### src/rtl/ber_pkg.sv
// rtl/ber_pkg.sv - shared types for the BER test sequencer
// Contents:
//   ber_status_e : 3-bit result code reported on ber_test_ctrl.status
//   ber_state_e  : sequencer FSM states
package ber_pkg;

    typedef enum logic [2:0] {
        IDLE_ST      = 3'd0,
        PASS         = 3'd1,
        FAIL         = 3'd2,
        LOCK_TIMEOUT = 3'd3,
        LOCK_LOST    = 3'd4,
        ABORTED      = 3'd5,
        BAD_CFG      = 3'd6,
        ERR_SAT      = 3'd7
    } ber_status_e;

    typedef enum logic [1:0] {
        ST_IDLE      = 2'd0,
        ST_WAIT_LOCK = 2'd1,
        ST_RUN       = 2'd2,
        ST_DONE      = 2'd3
    } ber_state_e;

endpackage

### src/rtl/ber_sat_accum.sv
// rtl/ber_sat_accum.sv - saturating accumulator with clear, add-enable and sticky saturated flag
// Ports:
//   clk, reset      : clock, asynchronous active-low reset
//   clr             : zero the sum and the saturated flag (wins over en)
//   en, add         : add the zero-extended operand this cycle
//   sum, sat        : registered sum, sticky saturation flag
//   sum_peek        : value sum would take if add were accepted this cycle
//   ovf_peek        : accepting add this cycle would saturate
// IN_W must not exceed W.
module ber_sat_accum #(
    parameter int W    = 32,
    parameter int IN_W = 9
) (
    input  logic            clk,
    input  logic            reset,
    input  logic            clr,
    input  logic            en,
    input  logic [IN_W-1:0] add,
    output logic [W-1:0]    sum,
    output logic            sat,
    output logic [W-1:0]    sum_peek,
    output logic            ovf_peek
);

    logic [W:0] add_ext;
    logic [W:0] raw;

    assign add_ext  = {{(W + 1 - IN_W){1'b0}}, add};
    assign raw      = {1'b0, sum} + add_ext;
    // Carry out of the top bit means the true sum no longer fits: clamp.
    assign ovf_peek = raw[W];
    assign sum_peek = raw[W] ? {W{1'b1}} : raw[W-1:0];

    always_ff @(posedge clk or negedge reset) begin
        if (!reset) begin
            sum <= '0;
            sat <= 1'b0;
        end else if (clr) begin
            sum <= '0;
            sat <= 1'b0;
        end else if (en) begin
            sum <= sum_peek;
            sat <= sat | ovf_peek;
        end
    end

endmodule

### src/rtl/ber_test_ctrl.sv
// rtl/ber_test_ctrl.sv - sequencer for a PRBS generator/checker bit-error-rate test
// Ports:
//   clk, reset               : clock, asynchronous active-low reset
//   start, abort             : begin a test (IDLE only) / terminate any test
//   cfg_words, cfg_lock_to   : words to measure, lock wait limit (sampled on accepted start)
//   chk_lock, err_num        : checker lock flag and per-word bit-error count
//   gen_en, chk_en           : generator/checker enables
//   busy, done, status       : activity, one-cycle completion pulse, result code
//   word_total, err_total    : measured words and accumulated bit errors
// Build option: BER_CTRL_RELOCK_EN - lock loss during RUN returns to WAIT_LOCK
// with totals kept instead of ending the test.
module ber_test_ctrl
    import ber_pkg::*;
#(
    parameter int WIDTH = 8,
    parameter int CNT_W = 32,
    parameter int TO_W  = 16
) (
    input  logic              clk,
    input  logic              reset,
    input  logic              start,
    input  logic              abort,
    input  logic [CNT_W-1:0]  cfg_words,
    input  logic [TO_W-1:0]   cfg_lock_to,
    input  logic              chk_lock,
    input  logic [WIDTH:0]    err_num,
    output logic              gen_en,
    output logic              chk_en,
    output logic              busy,
    output logic              done,
    output ber_status_e       status,
    output logic [CNT_W-1:0]  word_total,
    output logic [CNT_W-1:0]  err_total
);

    ber_state_e        state, state_nxt;
    ber_status_e       status_nxt;
    logic [TO_W-1:0]   to_cnt, to_cnt_nxt;
    logic [TO_W-1:0]   lock_to_q;
    logic [CNT_W-1:0]  words_q;
    logic [CNT_W-1:0]  word_nxt, word_inc;
    logic              cfg_load;
    logic              acc_clr, acc_en;
    logic              run_nxt;
    logic              err_sat, err_ovf;
    logic [CNT_W-1:0]  err_peek;

    ber_sat_accum #(
        .W    (CNT_W),
        .IN_W (WIDTH + 1)
    ) u_err_acc (
        .clk      (clk),
        .reset    (reset),
        .clr      (acc_clr),
        .en       (acc_en),
        .add      (err_num),
        .sum      (err_total),
        .sat      (err_sat),
        .sum_peek (err_peek),
        .ovf_peek (err_ovf)
    );

    always_comb begin
        state_nxt  = state;
        status_nxt = status;
        to_cnt_nxt = to_cnt;
        word_nxt   = word_total;
        word_inc   = word_total + CNT_W'(1);
        cfg_load   = 1'b0;
        acc_clr    = 1'b0;
        acc_en     = 1'b0;

        if (abort) begin
            state_nxt  = ST_IDLE;
            status_nxt = ABORTED;
        end else begin
            case (state)
                ST_IDLE: begin
                    if (start) begin
                        cfg_load = 1'b1;
                        if (cfg_words == '0) begin
                            // Totals are left untouched so the previous result stays readable.
                            state_nxt  = ST_DONE;
                            status_nxt = BAD_CFG;
                        end else begin
                            state_nxt  = ST_WAIT_LOCK;
                            status_nxt = IDLE_ST;
                            to_cnt_nxt = '0;
                            word_nxt   = '0;
                            acc_clr    = 1'b1;
                        end
                    end
                end
                ST_WAIT_LOCK: begin
                    // Lock is checked before the limit, so lock on the last allowed cycle still runs.
                    if (chk_lock) begin
                        state_nxt = ST_RUN;
                    end else if (to_cnt == lock_to_q) begin
                        state_nxt  = ST_DONE;
                        status_nxt = LOCK_TIMEOUT;
                    end else begin
                        to_cnt_nxt = to_cnt + TO_W'(1);
                    end
                end
                ST_RUN: begin
                    if (chk_lock) begin
                        acc_en   = 1'b1;
                        word_nxt = word_inc;
                        if (word_inc == words_q) begin
                            state_nxt = ST_DONE;
                            // Result must include this final word's errors.
                            if (err_sat || err_ovf) begin
                                status_nxt = ERR_SAT;
                            end else if (err_peek == '0) begin
                                status_nxt = PASS;
                            end else begin
                                status_nxt = FAIL;
                            end
                        end
                    end else begin
`ifdef BER_CTRL_RELOCK_EN
                        state_nxt  = ST_WAIT_LOCK;
                        to_cnt_nxt = '0;
`else
                        state_nxt  = ST_DONE;
                        status_nxt = LOCK_LOST;
`endif
                    end
                end
                ST_DONE: begin
                    state_nxt = ST_IDLE;
                end
                default: begin
                    state_nxt = ST_IDLE;
                end
            endcase
        end

        run_nxt = (state_nxt == ST_WAIT_LOCK) || (state_nxt == ST_RUN);
    end

    always_ff @(posedge clk or negedge reset) begin
        if (!reset) begin
            state      <= ST_IDLE;
            status     <= IDLE_ST;
            to_cnt     <= '0;
            word_total <= '0;
            words_q    <= '0;
            lock_to_q  <= '0;
            gen_en     <= 1'b0;
            chk_en     <= 1'b0;
            busy       <= 1'b0;
            done       <= 1'b0;
        end else begin
            state      <= state_nxt;
            status     <= status_nxt;
            to_cnt     <= to_cnt_nxt;
            word_total <= word_nxt;
            if (cfg_load) begin
                words_q   <= cfg_words;
                lock_to_q <= cfg_lock_to;
            end
            // Outputs are registered from the next state so they line up with it.
            gen_en <= run_nxt;
            chk_en <= run_nxt;
            busy   <= run_nxt;
            done   <= (state_nxt == ST_DONE);
        end
    end

endmodule

### config.mk
export PLATFORM = sky130hd
export DESIGN_NAME = ber_test_ctrl
export DESIGN_NICKNAME = d
export VERILOG_FILES = /design/src/rtl/ber_pkg.sv /design/src/rtl/ber_sat_accum.sv /design/src/rtl/ber_test_ctrl.sv
export SDC_FILE = /design/constraint.sdc
export NUM_CORES = 1
export LEC_CHECK = 0
export ABC_AREA = 1
export CORE_MARGIN = 5
export CORE_UTILIZATION = 55
export CTS_CLUSTER_DIAMETER = 80
export DETAILED_ROUTE_END_ITERATION = 10
export PLACE_DENSITY_LB_ADDON = 0.3
export SYNTH_ARGS = -nofsm -noshare
export SYNTH_HDL_FRONTEND = slang
export SYNTH_SLANG_ARGS = --single-unit
### constraint.sdc
create_clock -name clk -period 3.1 [get_ports clk]
set_input_delay 0.465 -clock clk [delete_from_list [all_inputs] [get_ports clk]]
set_output_delay 0.465 -clock clk [all_outputs]
set_load 0.05 [all_outputs]
==> metrics.cfg, run 1 <==
[logic_synthesis]
synth_area_per_cell_sq_um = 7.28
syn-instance-count = 1223
yosysWarnings = 0
ys.flop_type = dfrtp_1
synth_edf_count = 0
ys_seq_elements = 136
ys_seq_area_share_pct = 38.2
synth_cell_type_count = 48
synth_nets = 1302
netlist_area_sq_um = 8910
ys_async_sr_fraction_pct = 100

[clock_tree]
clk_pin_slew_worst_paths_ps = 60
worstSkewPairLatency_ps = 420
postCtsSetupBuffers = 0
cts_tree = yes
cts.htree.levels = 4
cts_sinks = 136
numCtsBuffers = 17
cts-root-buf = clkbuf_16
clk_path_buf_depth = 2

[die]
num_io_pins = 133
die-width_microns = 137
rows = 46
die_h_microns = 137
initial_utilization_pct = 56.1
core_sq_um = 15900
die-area_sq_um = 18800

[setup_path]
cp-end-kind = flip-flop
crit_slowest_cell = dfrtp_1
crit_arrival_ps = 3140
r2r_start = word_total[1]
crit_top_cell = nand2_1
path_cells = ha_1 > nand2_2 > nor2_2 > nand2_1 > nor2_2 > nand2_1 > nand2_1 > xor2_1 > nand2_1 > nor2_1 > nand2_1 > nor2_2 > nand3_2 > nand3_1 > nand2_1 > a21oi_2 > ha_1
cp_slowest_stage_delay_ps = 410
crit_fanout = 5
start_kind = flip-flop
critical_path_required_ps = 3400
crit_type = reg2reg
path_depth = 17
worstSetupStartpoint = word_total[1]
critPathBufInv = 0
r2r_cells = 17
cp_top_family = simple AND/OR/NAND/NOR gates

[sta]
rsz0062_at_grt = false
worstMarginPinSlew_ps = 1200
hold_violations = 2
fmax_mhz = 352
period_needed_ps = 2840
drv_slew = 0
period_share_pct = 91.7
fin_skew_ps = 8.97
timing.hold.ws_ps = -0.305
relSlewSlack_pct = 19.0
tns_ps = 0
finalSetupViolations = 0

[global_routing]
grt_pass1_wl_microns = 42000
antenna_found_initial = 0
grt.overflow.total = 0
grt_usage_pct = 28.1
grt_pass1_vias = 8681
grt_max_degree = 57

[route]
routed_via_density = 5.53
drc = 0
routedWlPerCell_microns = 15.9
vias = 8957
firstDrtPassIters = 8
ant_nets = 0
detail_route.iter0.violations = 697
finalWirelength_microns = 25700

[power_and_ir_drop]
ir_worst_vdd_v = 0.000466
switchingPower_mw = 1.80
seqPwrFrac_pct = 38.4
powerDensity_nw_per_um2 = 512
p_int_mw = 4.04
combPwrFrac_pct = 24.7
power.leakage_nw = 5.20
power_frac_clock_pct = 36.9
total_power_mw = 5.84
swShare_pct = 30.8

[worst_hold_path]
hold_class = in2async

[finish]
fin_cells = 1619
area_growth_pct = 27.9
diodes = 0
final_common_cell = nand2_1
final_cell_mix = 352 x nand2_1, 154 x inv_1, 136 x dfrtp_1, 131 x clkdlybuf4s50_1, 117 x nor2_1
nets = 1470
drive_gt1_share_pct = 11.1

[job]
drv_cap = 0

[place]
placed_cells_incl_taps = 1588
gp_congestion = 0.969
io_buffers = 132
dp_hpwl_microns = 19300

[run_status]
status = finished with violations
violations = negative hold slack

[worst register-to-register path: cells and delay by family (launching register included)]
kind                       cells  cell delay [ps]
AOI/OAI and AO/OA              1              180
adders and majority gates      2              500
and+or+nand+nor               13             1470
DFF                            1              410
xor gates and xnor gates       1              150
[cell families (layout without fill, tap and decap cells)]
group                    Yosys count  after routing  share of synthesized area [%]
flip-flops                       136            136                           38.2
AO/OA/AOI/OAI                    122            122                           8.13
XOR/XNOR                          50             50                           5.07
buffers and inverters            187            367                           8.15
AND/OR/NAND/NOR                  676            676                           33.6
multiplexers                      35             35                           4.42
adder cells (fa/ha/maj)           17             17                           2.47
[state kept, by name (all words and copies together), names as in the netlist]
signal	cells
u_err_acc.sum	32
word_total	32
words_q	32
lock_to_q	16
to_cnt	16
status	3
state	2
busy	1
done	1
u_err_acc.sat	1
[power by group through the flow]
stage | registers, mW | logic [mW] | clock network [mW]
2_1_floorplan | 2.33 | 0.858 | 0
3_3_place_gp | 2.26 | 1.39 | 0
3_5_place_dp | 2.27 | 1.42 | 0
4_1_cts | 2.24 | 1.44 | 2.18
5_1_grt | 2.28 | 1.59 | 2.26
6_report | 2.24 | 1.44 | 2.15
[path summary, 6_finish.rpt]
path | to | slack, ps
worst max-delay path | busy | 260
worst min-delay path | words_q[25] | -0.3
worst max register to register | busy | 260
worst min register to register | status[1] | 500
max in group asynchronous | lock_to_q[3] | 2320
min in group clk | status[1] | 500
[per-layer routing]
metal  share of wire [%]  vias up  track usage, %
li1                    -     4325               -
met1                  41     4200            35.5
met2                  50      351            47.5
met3                 6.0       81            4.75
met4                 3.7        0            12.3
met5                   0        -               0
[cells in the mapped netlist (6+ instances only)]
master    number  area (sq um)
ha_1          16           200
o211ai_1       7          52.6
inv_1        154           578
nor2_1       117           439
clkbuf_1      23          86.3
o22ai_1       29           181
mux2_2        35           394
nand2_1      352          1320
nand3_1      110           551
nor3_1        19          95.1
xor2_1        25           219
dfrtp_1      136          3400
xnor2_1       24           210
nand2_2        6          37.5
a21oi_1       23           115
nor4_1         8          50.1
o21ai_0       40           200
nor2_2        11          68.8
nand4_1       23           144
nand3b_1       8          60.1
[per-stage QoR]
stage | setup WS (ps) | util, % | area (sq um)
floorplan | 318 | - | 8910
global placement | -101 | 67.8 | 10800
detailed placement | -138 | 67.8 | 10800
CTS | 249 | 71.7 | 11400
global route | 16.3 | 71.8 | 11400
finish | 259 | 71.8 | 11400
[repair_timing]
item                                    in CTS  in global routing
hold buffers                                 0                  0
endpoints found under the setup margin       0                  1
gates resized for setup                      0                  1
[cell type report]
type                       instances  area [sq um]
sequential                       136          3400
inverter                         158           593
multi-input combinational        900          4790
tap                              216           270
clock buffer                      19           443
fill                            1300          4490
timing repair buffer             178          1720
clock inverter                    12           176
No activity file was read; power rests on OpenSTA's default activity.
==> inputs of run 2 (changes only) <==
- CORE_UTILIZATION: 55 -> 40
- SYNTH_HIERARCHICAL: unset -> 1
==> metrics.cfg, run 2 <==
[run_status]
status = finished clean  ; was finished with violations

[die]
die-width_microns = 162  ; was 137 microns
rows = 55  ; was 46
die_h_microns = 162  ; was 137 microns
num_io_pins = 133  ; unchanged
initial_utilization_pct = 40.8  ; was 56.1%
core_sq_um = 22800  ; was 15900 sq um
die-area_sq_um = 26400  ; was 18800 sq um

[finish]
area_growth_pct = 34.0  ; was 27.9%
final_common_cell = nand2_1  ; unchanged
diodes = 0  ; unchanged
final_area_sq_um = 12400  ; was 11400 sq um
utilization_pct = 54.6  ; was 71.8%
fin_cells = 1871  ; was 1619
drive_gt1_share_pct = 15.1  ; was 11.1%
nets = 1625  ; was 1470
reg.largest.list = u_err_acc/sum: 32 flops, word_total: 32 flops, words_q: 32 flops  ; was u_err_acc.sum: 32 flops, word_total: 32 flops, words_q: 32 flops
final_cell_mix = 435 x nand2_1, 164 x inv_1, 136 x dfrtp_1, 130 x clkdlybuf4s50_1, 121 x nand3_1  ; was 352 x nand2_1, 154 x inv_1, 136 x dfrtp_1, 131 x clkdlybuf4s50_1, 117 x nor2_1
num-fill-cells = 2185  ; was 1300

[logic_synthesis]
ys_seq_elements = 136  ; unchanged
synth_area_leader_cell = dfrtp_1  ; unchanged
synth_cell_type_count = 42  ; was 48
ys.flop_type = dfrtp_1  ; unchanged
syn-instance-count = 1337  ; was 1223
ys_async_sr_fraction_pct = 100  ; unchanged
yosysWarnings = 6  ; was 0
ys_seq_area_share_pct = 36.7  ; was 38.2%
synthTopCellsByCount = 449 x nand2_1, 164 x inv_1, 136 x dfrtp_1  ; was 352 x nand2_1, 154 x inv_1, 136 x dfrtp_1
netlist_area_sq_um = 9280  ; was 8910 sq um
yosysMostFrequentCell = nand2_1  ; unchanged
synth_top_area_share_pct = 36.7  ; was 38.2%
synth.area.top_cells = dfrtp_1 37%, nand2_1 18%, nand3_1 6.7%  ; was dfrtp_1 38%, nand2_1 15%, inv_1 6.5%
synth_area_per_cell_sq_um = 6.94  ; was 7.28 sq um
synth_nets = 1416  ; was 1302
synth_edf_count = 0  ; unchanged

[setup_path]
crit_type = in2reg  ; was reg2reg
critical_path_required_ps = 3410  ; was 3400 ps
crit_arrival_ps = 3300  ; was 3140 ps
cp-end-kind = flip-flop  ; unchanged
crit_fanout = 4  ; was 5
r2r_slack_ps = 130  ; was 260 ps
crit_slowest_cell = clkdlybuf4s50_1  ; was dfrtp_1
r2r_cells = 21  ; was 17
start_kind = primary input  ; was flip-flop
r2r_start = u_err_acc/sum[0]  ; was word_total[1]
path_cells = clkdlybuf4s50_1 > ha_4 > nand2_2 > buf_4 > nor2_1 > inv_1 > nor2_1 > nand2_1 > nand2_1 > buf_4 > nand2_1 > nand2_1 > nand3_1 > nor4_2 > nand4_1 > nor2_1 > nand2_1 > nand2_1 > nand2_1 > nand2_1 > a21oi_1 > nand3_1 > nand2_1  ; was ha_1 > nand2_2 > nor2_2 > nand2_1 > nor2_2 > nand2_1 > nand2_1 > xor2_1 > nand2_1 > nor2_1 > nand2_1 > nor2_2 > nand3_2 > nand3_1 > nand2_1 > a21oi_2 > ha_1
worstReg2RegEnd = status[1]  ; was busy
cp_slowest_stage_delay_ps = 460  ; was 410 ps
crit_top_cell = nand2_1  ; unchanged

[sta]
fin_skew_ps = 9.50  ; was 8.97 ps
period_needed_ps = 2980  ; was 2840 ps
hold_violations = 0  ; was 2
worstMarginPinSlew_ps = 640  ; was 1200 ps
finalSetupViolations = 0  ; unchanged
tns_ps = 0  ; unchanged
relSlewSlack_pct = 57.0  ; was 19.0%
fin_ws_ps = 116  ; was 259 ps
drv_slew = 0  ; unchanged
period_share_pct = 96.3  ; was 91.7%
timing.hold.ws_ps = 476  ; was -0.305 ps
fmax_mhz = 335  ; was 352 MHz
rsz0062_at_grt = true  ; was false

[route]
drc = 0  ; unchanged
vias = 9565  ; was 8957
routedWlPerCell_microns = 15.6  ; was 15.9 microns
firstDrtPassIters = 8  ; unchanged
routed_via_density = 5.11  ; was 5.53
detail_route.iter0.violations = 648  ; was 697
finalWirelength_microns = 29200  ; was 25700 microns
ant_nets = 0  ; unchanged

[global_routing]
grt.overflow.total = 0  ; unchanged
grt_max_degree = 76  ; was 57
antenna_found_initial = 1  ; was 0
grt_pass1_vias = 9354  ; was 8681
grt_usage_pct = 22.2  ; was 28.1%
grt_pass1_wl_microns = 47600  ; was 42000 microns

[power_and_ir_drop]
ir_worst_vdd_v = 0.000372  ; was 0.000466 V
powerDensity_nw_per_um2 = 642  ; was 512 nW/um^2
total_power_mw = 7.98  ; was 5.84 mW
power.leakage_nw = 5.85  ; was 5.20 nW

[job]
drv_cap = 0  ; unchanged

[clock_tree]
numCtsBuffers = 17  ; unchanged
cts-root-buf = clkbuf_16  ; unchanged
clk_pin_slew_worst_paths_ps = 60  ; about the same
worstSkewPairLatency_ps = 420  ; about the same
cts_tree = yes  ; unchanged
clk_path_buf_depth = 2  ; unchanged
cts_sinks = 136  ; unchanged
cts.htree.levels = 4  ; unchanged

[worst_hold_path]
min_path_cells = 2
hold_class = reg2reg  ; was in2async
hp-start = status[2]
hold_end = status[2]

[place]
place_ws_ps = -636  ; was -138 ps
dp_hpwl_microns = 22300  ; was 19300 microns
io_buffers = 132  ; unchanged
dpl_cell_area_sq_um = 11500  ; was 10800 sq um
gp_congestion = 0.931  ; was 0.969
placed_cells_incl_taps = 1832  ; was 1588

## run 2: cell type report
type | count | area [sq um] | area share (%)
multi-input combinational | 1004 | 5330 | 42.8
timing repair buffer | 216 | 2020 | 16.2
clock inverter | 11 | 196 | 1.58
inverter | 171 | 642 | 5.16
clock buffer | 20 | 457 | 3.67
tap | 313 | 392 | 3.15
sequential | 136 | 3400 | 27.4
## run 2: worst max-delay path by stage
stage | to | cells after the start | start | slack, ps
floorplan | status[1] | 21 | u_err_acc/sum[0] | 70
global placement | status[0] | 18 | err_num[0] | -580
detailed placement | status[1] | 21 | err_num[0] | -640
CTS | status[1] | 22 | err_num[7] | 8
global route | status[1] | 21 | err_num[5] | -100
finish | status[1] | 23 | err_num[7] | 120
## run 2: cells by family after synthesis
kind of cell	after synthesis	synth area share, %
and+or+nand+nor	821	40.1
buffers and inverters	197	8.36
DFF	136	36.7
AOI/OAI and AO/OA	113	6.82
xor gates and xnor gates	32	3.17
muxes	21	2.55
adders and majority gates	17	2.37
## run 2: metal layers
layer	vias up	track usage, %	wire length, microns
met1	4448	29.8	12800
met2	328	36.9	13900
met4	2	5.96	550
met5	-	0	13
met3	43	4.20	1980
li1	4744	-	-
## run 2: power by group
| group | total, mW | internal (mW) | switching, mW |
|---|---|---|---|
| combinational | 3.22 | 1.34 | 1.88 |
| clock | 2.30 | 1.47 | 0.827 |
| sequential | 2.47 | 2.12 | 0.349 |
| total | 7.98 | 4.93 | 3.05 |
## run 2: critical path, delay by kind of cell
kind,cells,cell delay [ps]
AO/OA/AOI/OAI,1,60
adder cells (fa/ha/maj),1,300
buffers and inverters,4,800
AND/OR/NAND/NOR,17,1670
## run 2: timing repair
item,CTS,global route
endpoints found under the setup margin,2,3
pin swaps,10,8
hold buffers,1,0
gates cloned,1,0
buffers inserted,5,1
resized for setup,17,34
hold endpoints to repair,1,0
==> inputs of run 3 (changes only) <==
- SKIP_LAST_GASP: unset -> 1
==> metrics.cfg, run 3 (same netlist as run 2, synthesis figures left out) <==
[sta]
relSlewSlack_pct = 57.0  ; about the same
hold_violations = 0  ; unchanged
fin_ws_ps = 115  ; was 116 ps
worstMarginPinSlew_ps = 640  ; about the same
fin_skew_ps = 9.50  ; about the same
rsz0062_at_grt = true  ; unchanged
drv_slew = 0  ; unchanged
period_share_pct = 96.3  ; about the same
period_needed_ps = 2990  ; was 2980 ps
fmax_mhz = 335  ; about the same
finalSetupViolations = 0  ; unchanged

[place]
dpl_cell_area_sq_um = 11500  ; unchanged
io_buffers = 132  ; unchanged
dp_hpwl_microns = 22300  ; unchanged
gp_congestion = 0.931  ; unchanged
place_ws_ps = -636  ; unchanged

[finish]
final_cell_mix = 436 x nand2_1, 164 x inv_1, 136 x dfrtp_1, 130 x clkdlybuf4s50_1, 121 x nand3_1  ; was 435 x nand2_1, 164 x inv_1, 136 x dfrtp_1, 130 x clkdlybuf4s50_1, 121 x nand3_1
final_area_sq_um = 12400  ; about the same
nets = 1625  ; unchanged
reg.largest.list = u_err_acc/sum: 32 flops, word_total: 32 flops, words_q: 32 flops  ; unchanged
drive_gt1_share_pct = 15.1  ; about the same
diodes = 0  ; unchanged
final_common_cell = nand2_1  ; unchanged
num-fill-cells = 2185  ; unchanged
area_growth_pct = 33.9  ; was 34.0%

[setup_path]
cp_slowest_stage_delay_ps = 530  ; was 460 ps
crit_top_cell = nand2_1  ; unchanged
start_kind = primary input  ; unchanged
critical_path_required_ps = 3410  ; about the same
critPathBufInv = 4  ; unchanged
path_cells = clkdlybuf4s50_1 > ha_4 > nand2_1 > inv_1 > a21oi_4 > inv_1 > nand2_1 > nand2_1 > buf_4 > nand3b_1 > nand3_1 > nor4_2 > nand4_1 > nor2_1 > nand2_1 > nand2_1 > nand2_1 > nand2_1 > a21oi_1 > nand3_1 > nand2_1  ; was clkdlybuf4s50_1 > ha_4 > nand2_2 > buf_4 > nor2_1 > inv_1 > nor2_1 > nand2_1 > nand2_1 > buf_4 > nand2_1 > nand2_1 > nand3_1 > nor4_2 > nand4_1 > nor2_1 > nand2_1 > nand2_1 > nand2_1 > nand2_1 > a21oi_1 > nand3_1 > nand2_1
crit_arrival_ps = 3300  ; about the same
cp_top_family = simple AND/OR/NAND/NOR gates  ; unchanged
crit_slowest_cell = clkdlybuf4s50_1  ; unchanged
crit_fanout = 4  ; unchanged
cp-end-kind = flip-flop  ; unchanged
crit_type = in2reg  ; unchanged

[route]
routed_via_density = 5.12  ; was 5.11
routedWlPerCell_microns = 15.6  ; about the same
finalWirelength_microns = 29200  ; about the same
vias = 9579  ; was 9565
firstDrtPassIters = 6  ; was 8
drc = 0  ; unchanged
detail_route.iter0.violations = 649  ; was 648
ant_nets = 0  ; unchanged

[global_routing]
grt_pass1_wl_microns = 47600  ; unchanged
grt_usage_pct = 22.2  ; unchanged
grt_max_degree = 76  ; unchanged
antenna_found_initial = 1  ; unchanged
grt_pass1_vias = 9354  ; unchanged
grt.overflow.total = 0  ; unchanged

[die]
die_h_microns = 162  ; unchanged
initial_utilization_pct = 40.8  ; unchanged
core_sq_um = 22800  ; unchanged
die-width_microns = 162  ; unchanged
num_io_pins = 133  ; unchanged
rows = 55  ; unchanged
die-area_sq_um = 26400  ; unchanged

[clock_tree]
clk_pin_slew_worst_paths_ps = 60  ; about the same
cts_tree = yes  ; unchanged
numCtsBuffers = 17  ; unchanged
cts.htree.levels = 4  ; unchanged
clk_path_buf_depth = 2  ; unchanged
worstSkewPairLatency_ps = 420  ; about the same
cts_sinks = 136  ; unchanged
cts-root-buf = clkbuf_16  ; unchanged

[power_and_ir_drop]
ir_worst_vdd_v = 0.000372  ; about the same
total_power_mw = 7.98  ; about the same
power.leakage_nw = 5.85  ; about the same
powerDensity_nw_per_um2 = 642  ; about the same

[run_status]
status = finished clean  ; unchanged

[worst_hold_path]
hold_class = reg2reg  ; unchanged

[job]
drv_cap = 0  ; unchanged

## run 3: cell count changes in the layout (fill, tap and decap cells not counted)
| cell | before | now |
|---|---|---|
| nand2_1 | 435 | 436 |
| nand2_2 | 29 | 28 |
## run 3: worst paths after layout
check	from	endpoint	slack, ps	depth (start not counted)
max in group asynchronous	reset	words_q[0]	1720	3
hold / removal	status[2]	status[2]	480	2
min in group asynchronous	reset	words_q[29]	560	2
setup / recovery	err_num[8]	status[1]	110	21
setup reg to reg	u_err_acc/sum[0]	status[1]	120	22
hold reg to reg	status[2]	status[2]	480	2
## run 3: per-layer routing
| metal | global-route usage, % | vias to the layer above | part of all wire, % |
|---|---|---|---|
| met3 | 4.20 | 49 | 6.7 |
| met5 | 0 | - | 0.045 |
| met2 | 36.9 | 328 | 47 |
| li1 | - | 4746 | - |
| met1 | 29.8 | 4454 | 44 |
| met4 | 5.96 | 2 | 2.0 |
## run 3: layout make-up
type	instances	area [sq um]	share of cell area, %
clock buffers	20	457	3.67
clock inverters	11	196	1.58
inverters	171	642	5.16
multi-input cells	1004	5330	42.8
flip-flops and latches	136	3400	27.4
well taps	313	392	3.15
repair buffers	216	2020	16.2
## run 3: tightest hold or removal path, cell delays in order, from the launching register on
cell and delay [ps]:
dfrtp_1 350, nand2_1 50, nand2_1 50
## run 3: report_power, final
part | internal (mW) | switching (mW)
Combinational | 1.34 | 1.88
Sequential | 2.12 | 0.349
Clock | 1.47 | 0.827
## run 3: what timing repair did
action,CTS,global route
gates cloned,1,0
setup endpoints to repair,2,3
gates resized for setup,17,33
hold endpoints to repair,1,0
hold buffers,1,0
pin swaps,10,8
buffers inserted,5,1
## run 3: per-stage QoR
step / TNS [ps] / cells / utilization (%) / hold WS [ps]
floorplan: 0 / 1337 / - / 169
global placement: -1270 / 1832 / 50.3 / 449
detailed placement: -1410 / 1832 / 50.3 / 452
CTS: 0 / 1870 / 53.9 / 482
global route: -153 / 1871 / 54.6 / 512
finish: 0 / 1871 / 54.6 / 476
